<file path="src/rtl/asic_palette_mixer_if.sv">
// asic_palette_mixer_if: CPU palette-access bus and pixel stream in/out
// for the Plus-mode palette mixer. The master drives CPU accesses and
// pixels; the slave (the mixer) returns the readback byte and final colour.
interface asic_palette_mixer_if #(
  parameter int unsigned IDX_W      = 5,
  parameter int unsigned COLOR_BITS = 4
);
  // CPU access to the ASIC RAM palette page
  logic                  asic_ram_en;
  logic [15:0]           cpu_addr;
  logic [7:0]            cpu_data;
  logic                  cpu_wr;
  logic                  cpu_rd;
  logic [7:0]            pal_q;
  // Pixel stream from the Gate Array / sprite merge
  logic                  pix_valid;
  logic [IDX_W-1:0]      pix_index;
  logic                  pix_border;
  logic                  pix_blank;
  logic [3:0]            r_in;
  logic [3:0]            g_in;
  logic [3:0]            b_in;
  // Final colour towards the scaler / video output
  logic [COLOR_BITS-1:0] r_out;
  logic [COLOR_BITS-1:0] g_out;
  logic [COLOR_BITS-1:0] b_out;
  logic                  out_valid;
  logic                  out_blank;

  modport master (
    output asic_ram_en, cpu_addr, cpu_data, cpu_wr, cpu_rd,
    output pix_valid, pix_index, pix_border, pix_blank, r_in, g_in, b_in,
    input  pal_q, r_out, g_out, b_out, out_valid, out_blank
  );

  modport slave (
    input  asic_ram_en, cpu_addr, cpu_data, cpu_wr, cpu_rd,
    input  pix_valid, pix_index, pix_border, pix_blank, r_in, g_in, b_in,
    output pal_q, r_out, g_out, b_out, out_valid, out_blank
  );
endinterface

</file>
<file path="src/rtl/asic_palette_mixer.sv">
// asic_palette_mixer: Plus-mode palette store and 2-cycle colour pipeline.
// Optional test-pattern generator enabled by macro ASIC_PALETTE_TESTPAT_EN.
module asic_palette_mixer #(
  parameter int unsigned NUM_ENTRIES = 32,
  parameter int unsigned COLOR_BITS  = 4,
  parameter logic [15:0] PAL_BASE    = 16'h6400,
  parameter int unsigned BORDER_IDX  = 16
) (
  input  logic                 clk_sys,
  input  logic                 reset_n,
  input  logic                 plus_mode,
  input  logic [1:0]           tp_sel,
  input  logic                 vsync,
  asic_palette_mixer_if.slave  bus
);

  localparam int unsigned       IDX_W     = 5;
  localparam logic [IDX_W-1:0]  LP_BORDER = IDX_W'(BORDER_IDX);

  logic [11:0]      r_pal [NUM_ENTRIES];
  logic [7:0]       r_pal_q;
  logic             w_dec;
  logic [IDX_W-1:0] w_cpu_idx;
  logic [11:0]      w_cpu_entry;

  logic             w_s1_usepal;
  logic [IDX_W-1:0] w_s1_idx;
  logic [11:0]      w_s1_rgb;

  logic             r_s1_valid;
  logic             r_s1_blank;
  logic             r_s1_usepal;
  logic [IDX_W-1:0] r_s1_idx;
  logic [11:0]      r_s1_rgb;

  logic [11:0]      w_lookup;
  logic [11:0]      w_s2_col;
  logic [11:0]      r_s2_rgb;
  logic             r_out_valid;
  logic             r_out_blank;

  assign w_cpu_idx   = bus.cpu_addr[5:1];
  assign w_dec       = bus.asic_ram_en &&
                       (bus.cpu_addr[15:6] == PAL_BASE[15:6]) &&
                       (32'(w_cpu_idx) < NUM_ENTRIES);
  assign w_cpu_entry = r_pal[w_cpu_idx];

  // Palette store: byte 0 carries {R,B}, byte 1 carries G in its low nibble
  always_ff @(posedge clk_sys or negedge reset_n) begin
    if (!reset_n) begin
      for (int unsigned i = 0; i < NUM_ENTRIES; i++) r_pal[i] <= '0;
    end else if (w_dec && bus.cpu_wr) begin
      if (!bus.cpu_addr[0]) begin
        r_pal[w_cpu_idx][11:8] <= bus.cpu_data[7:4];
        r_pal[w_cpu_idx][3:0]  <= bus.cpu_data[3:0];
      end else begin
        r_pal[w_cpu_idx][7:4]  <= bus.cpu_data[3:0];
      end
    end
  end

  // Readback register; undecoded reads leave it unchanged
  always_ff @(posedge clk_sys or negedge reset_n) begin
    if (!reset_n) begin
      r_pal_q <= '0;
    end else if (w_dec && bus.cpu_rd) begin
      r_pal_q <= bus.cpu_addr[0] ? {4'h0, w_cpu_entry[7:4]}
                                 : {w_cpu_entry[11:8], w_cpu_entry[3:0]};
    end
  end

  assign bus.pal_q = r_pal_q;

`ifdef ASIC_PALETTE_TESTPAT_EN
  logic [11:0]      r_tp_cnt;
  logic             r_vsync_d;
  logic [IDX_W-1:0] w_bar_raw;
  logic [IDX_W-1:0] w_bar_idx;

  assign w_bar_raw = r_tp_cnt[7:3];
  assign w_bar_idx = (32'(w_bar_raw) >= NUM_ENTRIES) ? (w_bar_raw - IDX_W'(NUM_ENTRIES))
                                                     : w_bar_raw;

  // Pixel counter: cleared on vsync falling edge, else counts valid pixels
  always_ff @(posedge clk_sys or negedge reset_n) begin
    if (!reset_n) begin
      r_tp_cnt  <= '0;
      r_vsync_d <= 1'b0;
    end else begin
      r_vsync_d <= vsync;
      if (r_vsync_d && !vsync) r_tp_cnt <= '0;
      else if (bus.pix_valid)  r_tp_cnt <= r_tp_cnt + 12'd1;
    end
  end
`else
  logic w_unused_tp;
  assign w_unused_tp = ^{tp_sel, vsync};
`endif

  // Stage-1 source select: palette index, legacy RGB or test pattern
  always_comb begin
    w_s1_usepal = plus_mode;
    w_s1_idx    = bus.pix_border ? LP_BORDER : bus.pix_index;
    w_s1_rgb    = {bus.r_in, bus.g_in, bus.b_in};
`ifdef ASIC_PALETTE_TESTPAT_EN
    if (plus_mode) begin
      case (tp_sel)
        2'd1:    w_s1_idx = w_bar_idx;
        2'd2:    begin w_s1_usepal = 1'b0; w_s1_rgb = r_tp_cnt; end
        2'd3:    begin w_s1_usepal = 1'b0; w_s1_rgb = 12'hFFF; end
        default: ;
      endcase
    end
`endif
  end

  // Stage 1: register index/legacy colour with valid, blank and mode
  always_ff @(posedge clk_sys or negedge reset_n) begin
    if (!reset_n) begin
      r_s1_valid  <= 1'b0;
      r_s1_blank  <= 1'b0;
      r_s1_usepal <= 1'b0;
      r_s1_idx    <= '0;
      r_s1_rgb    <= '0;
    end else begin
      r_s1_valid  <= bus.pix_valid;
      r_s1_blank  <= bus.pix_blank;
      r_s1_usepal <= w_s1_usepal;
      r_s1_idx    <= w_s1_idx;
      r_s1_rgb    <= w_s1_rgb;
    end
  end

  // Palette is read here, so a write landing on this edge is not yet seen
  assign w_lookup = (32'(r_s1_idx) < NUM_ENTRIES) ? r_pal[r_s1_idx] : '0;
  assign w_s2_col = r_s1_usepal ? w_lookup : r_s1_rgb;

  // Stage 2: colour updates only on valid pixels, flags every cycle
  always_ff @(posedge clk_sys or negedge reset_n) begin
    if (!reset_n) begin
      r_s2_rgb    <= '0;
      r_out_valid <= 1'b0;
      r_out_blank <= 1'b0;
    end else begin
      r_out_valid <= r_s1_valid;
      r_out_blank <= r_s1_blank;
      if (r_s1_valid) r_s2_rgb <= w_s2_col;
    end
  end

  assign bus.out_valid = r_out_valid;
  assign bus.out_blank = r_out_blank;

  generate
    if (COLOR_BITS == 8) begin : g_exp8
      assign bus.r_out = r_out_blank ? '0 : {r_s2_rgb[11:8], r_s2_rgb[11:8]};
      assign bus.g_out = r_out_blank ? '0 : {r_s2_rgb[7:4],  r_s2_rgb[7:4]};
      assign bus.b_out = r_out_blank ? '0 : {r_s2_rgb[3:0],  r_s2_rgb[3:0]};
    end else begin : g_exp4
      assign bus.r_out = r_out_blank ? '0 : r_s2_rgb[11:8];
      assign bus.g_out = r_out_blank ? '0 : r_s2_rgb[7:4];
      assign bus.b_out = r_out_blank ? '0 : r_s2_rgb[3:0];
    end
  endgenerate

endmodule

</file>
<file path="src/flat_wrapper.sv">
// flat-port wrapper written by rule: the top's interface ports become plain ports
module asic_palette_mixer_flat 
#(
  parameter int unsigned NUM_ENTRIES = 32,
  parameter int unsigned COLOR_BITS  = 4,
  parameter logic [15:0] PAL_BASE    = 16'h6400,
  parameter int unsigned BORDER_IDX  = 16
)
  (clk_sys, reset_n, plus_mode, tp_sel, vsync, bus_asic_ram_en, bus_cpu_addr, bus_cpu_data, bus_cpu_wr, bus_cpu_rd, bus_pix_valid, bus_pix_index, bus_pix_border, bus_pix_blank, bus_r_in, bus_g_in, bus_b_in, bus_pal_q, bus_r_out, bus_g_out, bus_b_out, bus_out_valid, bus_out_blank);
  asic_palette_mixer_if #(.IDX_W(5), .COLOR_BITS(COLOR_BITS)) bus_i ();
  input  logic clk_sys;
  input  logic reset_n;
  input  logic plus_mode;
  input  logic [1:0] tp_sel;
  input  logic vsync;
  input wire logic [$bits(bus_i.asic_ram_en)-1:0] bus_asic_ram_en;
  input wire logic [$bits(bus_i.cpu_addr)-1:0] bus_cpu_addr;
  input wire logic [$bits(bus_i.cpu_data)-1:0] bus_cpu_data;
  input wire logic [$bits(bus_i.cpu_wr)-1:0] bus_cpu_wr;
  input wire logic [$bits(bus_i.cpu_rd)-1:0] bus_cpu_rd;
  input wire logic [$bits(bus_i.pix_valid)-1:0] bus_pix_valid;
  input wire logic [$bits(bus_i.pix_index)-1:0] bus_pix_index;
  input wire logic [$bits(bus_i.pix_border)-1:0] bus_pix_border;
  input wire logic [$bits(bus_i.pix_blank)-1:0] bus_pix_blank;
  input wire logic [$bits(bus_i.r_in)-1:0] bus_r_in;
  input wire logic [$bits(bus_i.g_in)-1:0] bus_g_in;
  input wire logic [$bits(bus_i.b_in)-1:0] bus_b_in;
  output wire logic [$bits(bus_i.pal_q)-1:0] bus_pal_q;
  output wire logic [$bits(bus_i.r_out)-1:0] bus_r_out;
  output wire logic [$bits(bus_i.g_out)-1:0] bus_g_out;
  output wire logic [$bits(bus_i.b_out)-1:0] bus_b_out;
  output wire logic [$bits(bus_i.out_valid)-1:0] bus_out_valid;
  output wire logic [$bits(bus_i.out_blank)-1:0] bus_out_blank;
  assign bus_i.asic_ram_en = bus_asic_ram_en;
  assign bus_i.cpu_addr = bus_cpu_addr;
  assign bus_i.cpu_data = bus_cpu_data;
  assign bus_i.cpu_wr = bus_cpu_wr;
  assign bus_i.cpu_rd = bus_cpu_rd;
  assign bus_i.pix_valid = bus_pix_valid;
  assign bus_i.pix_index = bus_pix_index;
  assign bus_i.pix_border = bus_pix_border;
  assign bus_i.pix_blank = bus_pix_blank;
  assign bus_i.r_in = bus_r_in;
  assign bus_i.g_in = bus_g_in;
  assign bus_i.b_in = bus_b_in;
  assign bus_pal_q = bus_i.pal_q;
  assign bus_r_out = bus_i.r_out;
  assign bus_g_out = bus_i.g_out;
  assign bus_b_out = bus_i.b_out;
  assign bus_out_valid = bus_i.out_valid;
  assign bus_out_blank = bus_i.out_blank;
  asic_palette_mixer #(.NUM_ENTRIES(NUM_ENTRIES), .COLOR_BITS(COLOR_BITS), .PAL_BASE(PAL_BASE), .BORDER_IDX(BORDER_IDX)) u_core (.clk_sys(clk_sys), .reset_n(reset_n), .plus_mode(plus_mode), .tp_sel(tp_sel), .vsync(vsync), .bus(bus_i));
endmodule
</file>
<file path="config.mk">
export PLATFORM = sky130hd
export DESIGN_NAME = asic_palette_mixer_flat
export DESIGN_NICKNAME = d
export VERILOG_FILES = /design/src/rtl/asic_palette_mixer_if.sv /design/src/rtl/asic_palette_mixer.sv /design/src/flat_wrapper.sv
export SDC_FILE = /design/constraint.sdc
export NUM_CORES = 1
export LEC_CHECK = 0
export BUFFER_PORTS_ARGS = -buffer_cell sky130_fd_sc_hd__buf_2
export CAP_MARGIN = 25
export CORE_UTILIZATION = 45
export CTS_CLUSTER_DIAMETER = 150
export DETAILED_ROUTE_END_ITERATION = 8
export GPL_TIMING_DRIVEN = 0
export MAX_ROUTING_LAYER = met4
export PLACE_DENSITY = 0.69
export RECOVER_POWER = 50
export REMOVE_ABC_BUFFERS = 1
export SLEW_MARGIN = 20
export SYNTH_ARGS = -nofsm -noshare
export SYNTH_HDL_FRONTEND = slang
export SYNTH_SLANG_ARGS = --single-unit
</file>
<file path="constraint.sdc">
create_clock -name clk_sys -period 2.9 [get_ports clk_sys]
set_clock_uncertainty 0.1 [all_clocks]
set_input_delay 0.58 -clock clk_sys [delete_from_list [all_inputs] [get_ports clk_sys]]
set_output_delay 0.58 -clock clk_sys [all_outputs]
set_load 0.02 [all_outputs]
</file>
==> results <==
- The worst ir drop on vdd is 0.479 mV.
- The net total in the final layout is 1722.
- The post-route cell area is 25700 µm².
- For the worst setup path, the data required time is 3230 ps.
- The initial cell density of the core is 45.9%.
- The first detailed-routing pass ran for 7 iterations.
- The fraction of layout instances using a drive strength above 1 is 42.5%.
- OpenSTA, run right after detailed placement, puts the worst setup slack at -756 ps.
- For the worst setup path, the data arrival time is 3220 ps.
- The filler cells instantiated in the layout total 4242.
- In this run, the number of DRC markers left after iteration 0 of detailed routing was 1247.
- Counting every instance in the synthesized netlist gives 1650.
- The global routing stage identified its most utilized layer as met2.
- The detail route stage leaves a number of antenna-violating nets equal to 0.
- For the pin with the worst max-slew slack, the measured transition is 1350 ps.
- The area growth from synthesis to layout is 11.1%.
- TritonCTS built the clock tree.
- The number of synthesized register bits is 426.
- The wire length of the first global-routing pass is 99.9 mm.
- The number of distinct standard cells referenced by the synthesized netlist is 63.
- The H-tree depth reported by CTS is 2.
- In the synthesized netlist the async set-or-reset flop fraction comes to 100%.
- The top fanout value on the critical path is 16.
- The critical path goes through nor2b_2 -> nand2_1 -> a211oi_1 -> a21oi_1.
- The number of buffers inserted during clock tree synthesis is 46.
- The number of port buffers is 71.
- Total power for the finished layout comes to 12.8 mW.
- In this run the static leakage power is 12.1 nW.
- The upper clock frequency limit is 0.345 GHz.
- The count of maximum capacitance violations is 0.
- The commonest register cell after synthesis is sky130_fd_sc_hd__dfrtp_1.
- The standard-cell row count is 82.
- The number of cells on the worst hold path is 1.
- The final critical path takes up 99.9% of the cycle.
- The routed via count is 15100.
- The run finished with clean final reports.
- The multi-input combinational cell area is 11600 µm².
- Counting cells, the worst reg-to-reg path comes to 4.
- In the routed layout, each cell is associated on average with a via count of 6.37.
- The number of max-slew violations in the final report was 0.
- The maximum buffer depth of the clock tree is 3.
- The final-report setup violation count is 0.
- Setup repair after global routing left no endpoint under its margin.
- The number of top-level pins is 75.
- The hold violation total from the final report is 0.
- The share of the yosys chip area belonging to registers is 46.2%.
- The cell area that synthesis handed to floorplanning was 23100 µm².
- The worst hold slack after final layout is 17.1 ps.
- The worst path needs 2900 ps of the cycle, external delays included.
- The maximum number of pins on one net before global-route repair is 99.
- The type of element launching the critical path is a flop.
- After global routing the overflow that remains totals 0.
- After legalization and detailed placement, the total HPWL measured 45.3 mm.
- The initial antenna violation count was 1.
- For this run, the total global-route usage over all layers was measured as 26.2%.
- Clock tree synthesis found a total of 426 sinks.
- Clock-pin slew was measured on the worst setup and hold paths at 60 ps.
- After detailed routing, the number of remaining DRC violations is 0.
- The later pin in the worst-skew pair is clocked with a latency of 590 ps.
- For this run, the share of the core covered by cells in the final layout is 51.0%.
- The met3 global-route usage is 4.79%.
- For this run, the slowest stage of the critical path takes 880 ps.
- The worst slew margin relative to its limit is 10.3%.
- Global routing used 34.0% of the available met1 tracks.
- The die is 229 µm wide.
- The congestion estimate from routability-driven global placement came to 0.938.
- In this run the standard cell core region covers 50400 µm².
- The die covers 52200 µm².
- The routed design has 66.3 mm of wire.
- For this run, global-route usage on met2 was measured as 40.7%.
- The placement-stage cell area is 24000 µm².
- The kind of capture point of the worst setup path is a flop.
- Setup slack closes at 4.06 ps.
- During synthesis, Yosys emitted a total of 0 warnings.
- In this run the worst hold path is classified as in -> reg.
- The total power density per cell area is 499 nW/µm².
- The number of global-route vias before repair was 15500.
- The vertical die dimension is 229 µm.
- The number of enable-type register cells in the synthesized netlist is 0.
- The cell at the root of the clock tree is sky130_fd_sc_hd__clkbuf_16.
- A synthesized cell averages 14.0 µm².
- In the final routed layout, each cell accounts on average for 27.9 µm.
- The slowest stage cell on the critical path is sky130_fd_sc_hd__dfrtp_1.
- Registers take 10700 µm².
- The kind of critical path is reg -> reg.
[timing repair]
action | CTS | global route
pin swaps | 1 | 0
hold buffers | 12 | 0
cloned | 1 | 0
endpoints found under the setup margin | 65 | 1
setup buffers | 2 | 0
resized for setup | 3 | 2
endpoints found under the hold margin | 39 | 0
[synth_stat cells, drive strengths merged (9+ instances only)]
master   number  area share [%]
o22ai        73             2.0
nor2b        23            0.62
buf          78             2.5
clkbuf       64             1.1
nor2         77             3.2
dfrtp       426              46
o221ai       12            0.46
nand2        38            0.65
nand3        15            0.38
mux4        120              12
a21oi        19            0.41
a211oi       12            0.39
o211ai       12            0.39
a22oi         9            0.29
mux2        388              19
inv          13            0.21
o2111ai       9            0.34
nand2b       24            0.65
mux2i       157             6.8
[layer usage]
layer	wire [µm]	share of wire [%]	vias up
li1	-	-	6307
met1	27300	41	8109
met2	31600	48	559
met3	4690	7.1	146
met4	2670	4.0	0
met5	0	0	-
[critical path, delay by kind of cell (launching register included)]
kind	cells	cell delay, ps
DFF	1	880
AOI/OAI and AO/OA	2	740
and+or+nand+nor	2	1030
[cell type report]
type	instances	share of cell area, %
well taps	672	3.28
flip-flops and latches	426	41.6
clock buffers	69	5.33
diodes	2	0.0195
multi-input cells	1068	45.0
clock inverters	10	0.419
inverters	13	0.190
repair buffers	114	4.16
[cells by family after synthesis]
| kind of cell | synth area share [%] |
|---|---|
| mux | 37.4 |
| compound gates | 4.77 |
| flops | 46.2 |
| buf+inv | 3.84 |
| simple gates | 7.82 |
[placed cells by master (no fill, tap or decap), types with 12 or more instances in the layout]
cell type                       netlist  routed
sky130_fd_sc_hd__mux4_2             120     120
sky130_fd_sc_hd__a211oi_1            12      12
sky130_fd_sc_hd__mux2_2             387     387
sky130_fd_sc_hd__nor2b_1             23      21
sky130_fd_sc_hd__nand3_1             14      14
sky130_fd_sc_hd__o22ai_1             73      73
sky130_fd_sc_hd__nand2b_1            24      24
sky130_fd_sc_hd__buf_2               29      57
sky130_fd_sc_hd__inv_1               13      13
sky130_fd_sc_hd__nor2_1              44      45
sky130_fd_sc_hd__clkbuf_16            0      47
sky130_fd_sc_hd__nand2_1             35      35
sky130_fd_sc_hd__nor2_8              24      24
sky130_fd_sc_hd__mux2i_1            157     156
sky130_fd_sc_hd__a21oi_1             19      19
sky130_fd_sc_hd__dlygate4sd3_1        0      12
sky130_fd_sc_hd__dfrtp_1            426     422
sky130_fd_sc_hd__o221ai_1            12      12
sky130_fd_sc_hd__clkbuf_1            61      21
sky130_fd_sc_hd__o211ai_1            12      12
[registers in the layout, indices dropped and copies added (netlist names)]
name and cells:
u_core.r_s2_rgb 12, u_core.r_s1_usepal 1, u_core.bus.out_blank 1, u_core.r_s1_idx 5
u_core.bus.pal_q 8, u_core.r_s1_blank 1, u_core.r_pal 384, u_core.r_s1_valid 1
u_core.bus.out_valid 1, u_core.r_s1_rgb 12
[metrics by stage]
| stage | setup TNS [ps] | cells |
|---|---|---|
| global placement | -4538170 | 2250 |
| global route | 0 | 2373 |
| detailed placement | -106150 | 2276 |
| finish | 0 | 2374 |
| CTS | 0 | 2370 |
| floorplan | -112080 | 1507 |
[report_power, final]
group / switching [mW] / internal, mW / leakage (nW)
registers: 0.0847 / 5.98 / 5.88
clock network: 2.45 / 3.42 / 0.732
logic: 0.592 / 0.288 / 5.52
[worst paths after layout]
kind                              startpoint  slack (ps)                    to
hold reg to reg            u_core.r_s1_blank         260  u_core.bus.out_blank
min in group asynchronous            reset_n         360     u_core.r_pal[211]
max in group asynchronous            reset_n         490     u_core.r_pal[299]
hold / removal                   bus_g_in[3]          20    u_core.r_s1_rgb[7]
setup reg to reg           u_core.r_s1_valid           4    u_core.r_s2_rgb[5]
setup / recovery           u_core.r_s1_valid           4    u_core.r_s2_rgb[5]
Power figures use the tool's default switching activity.
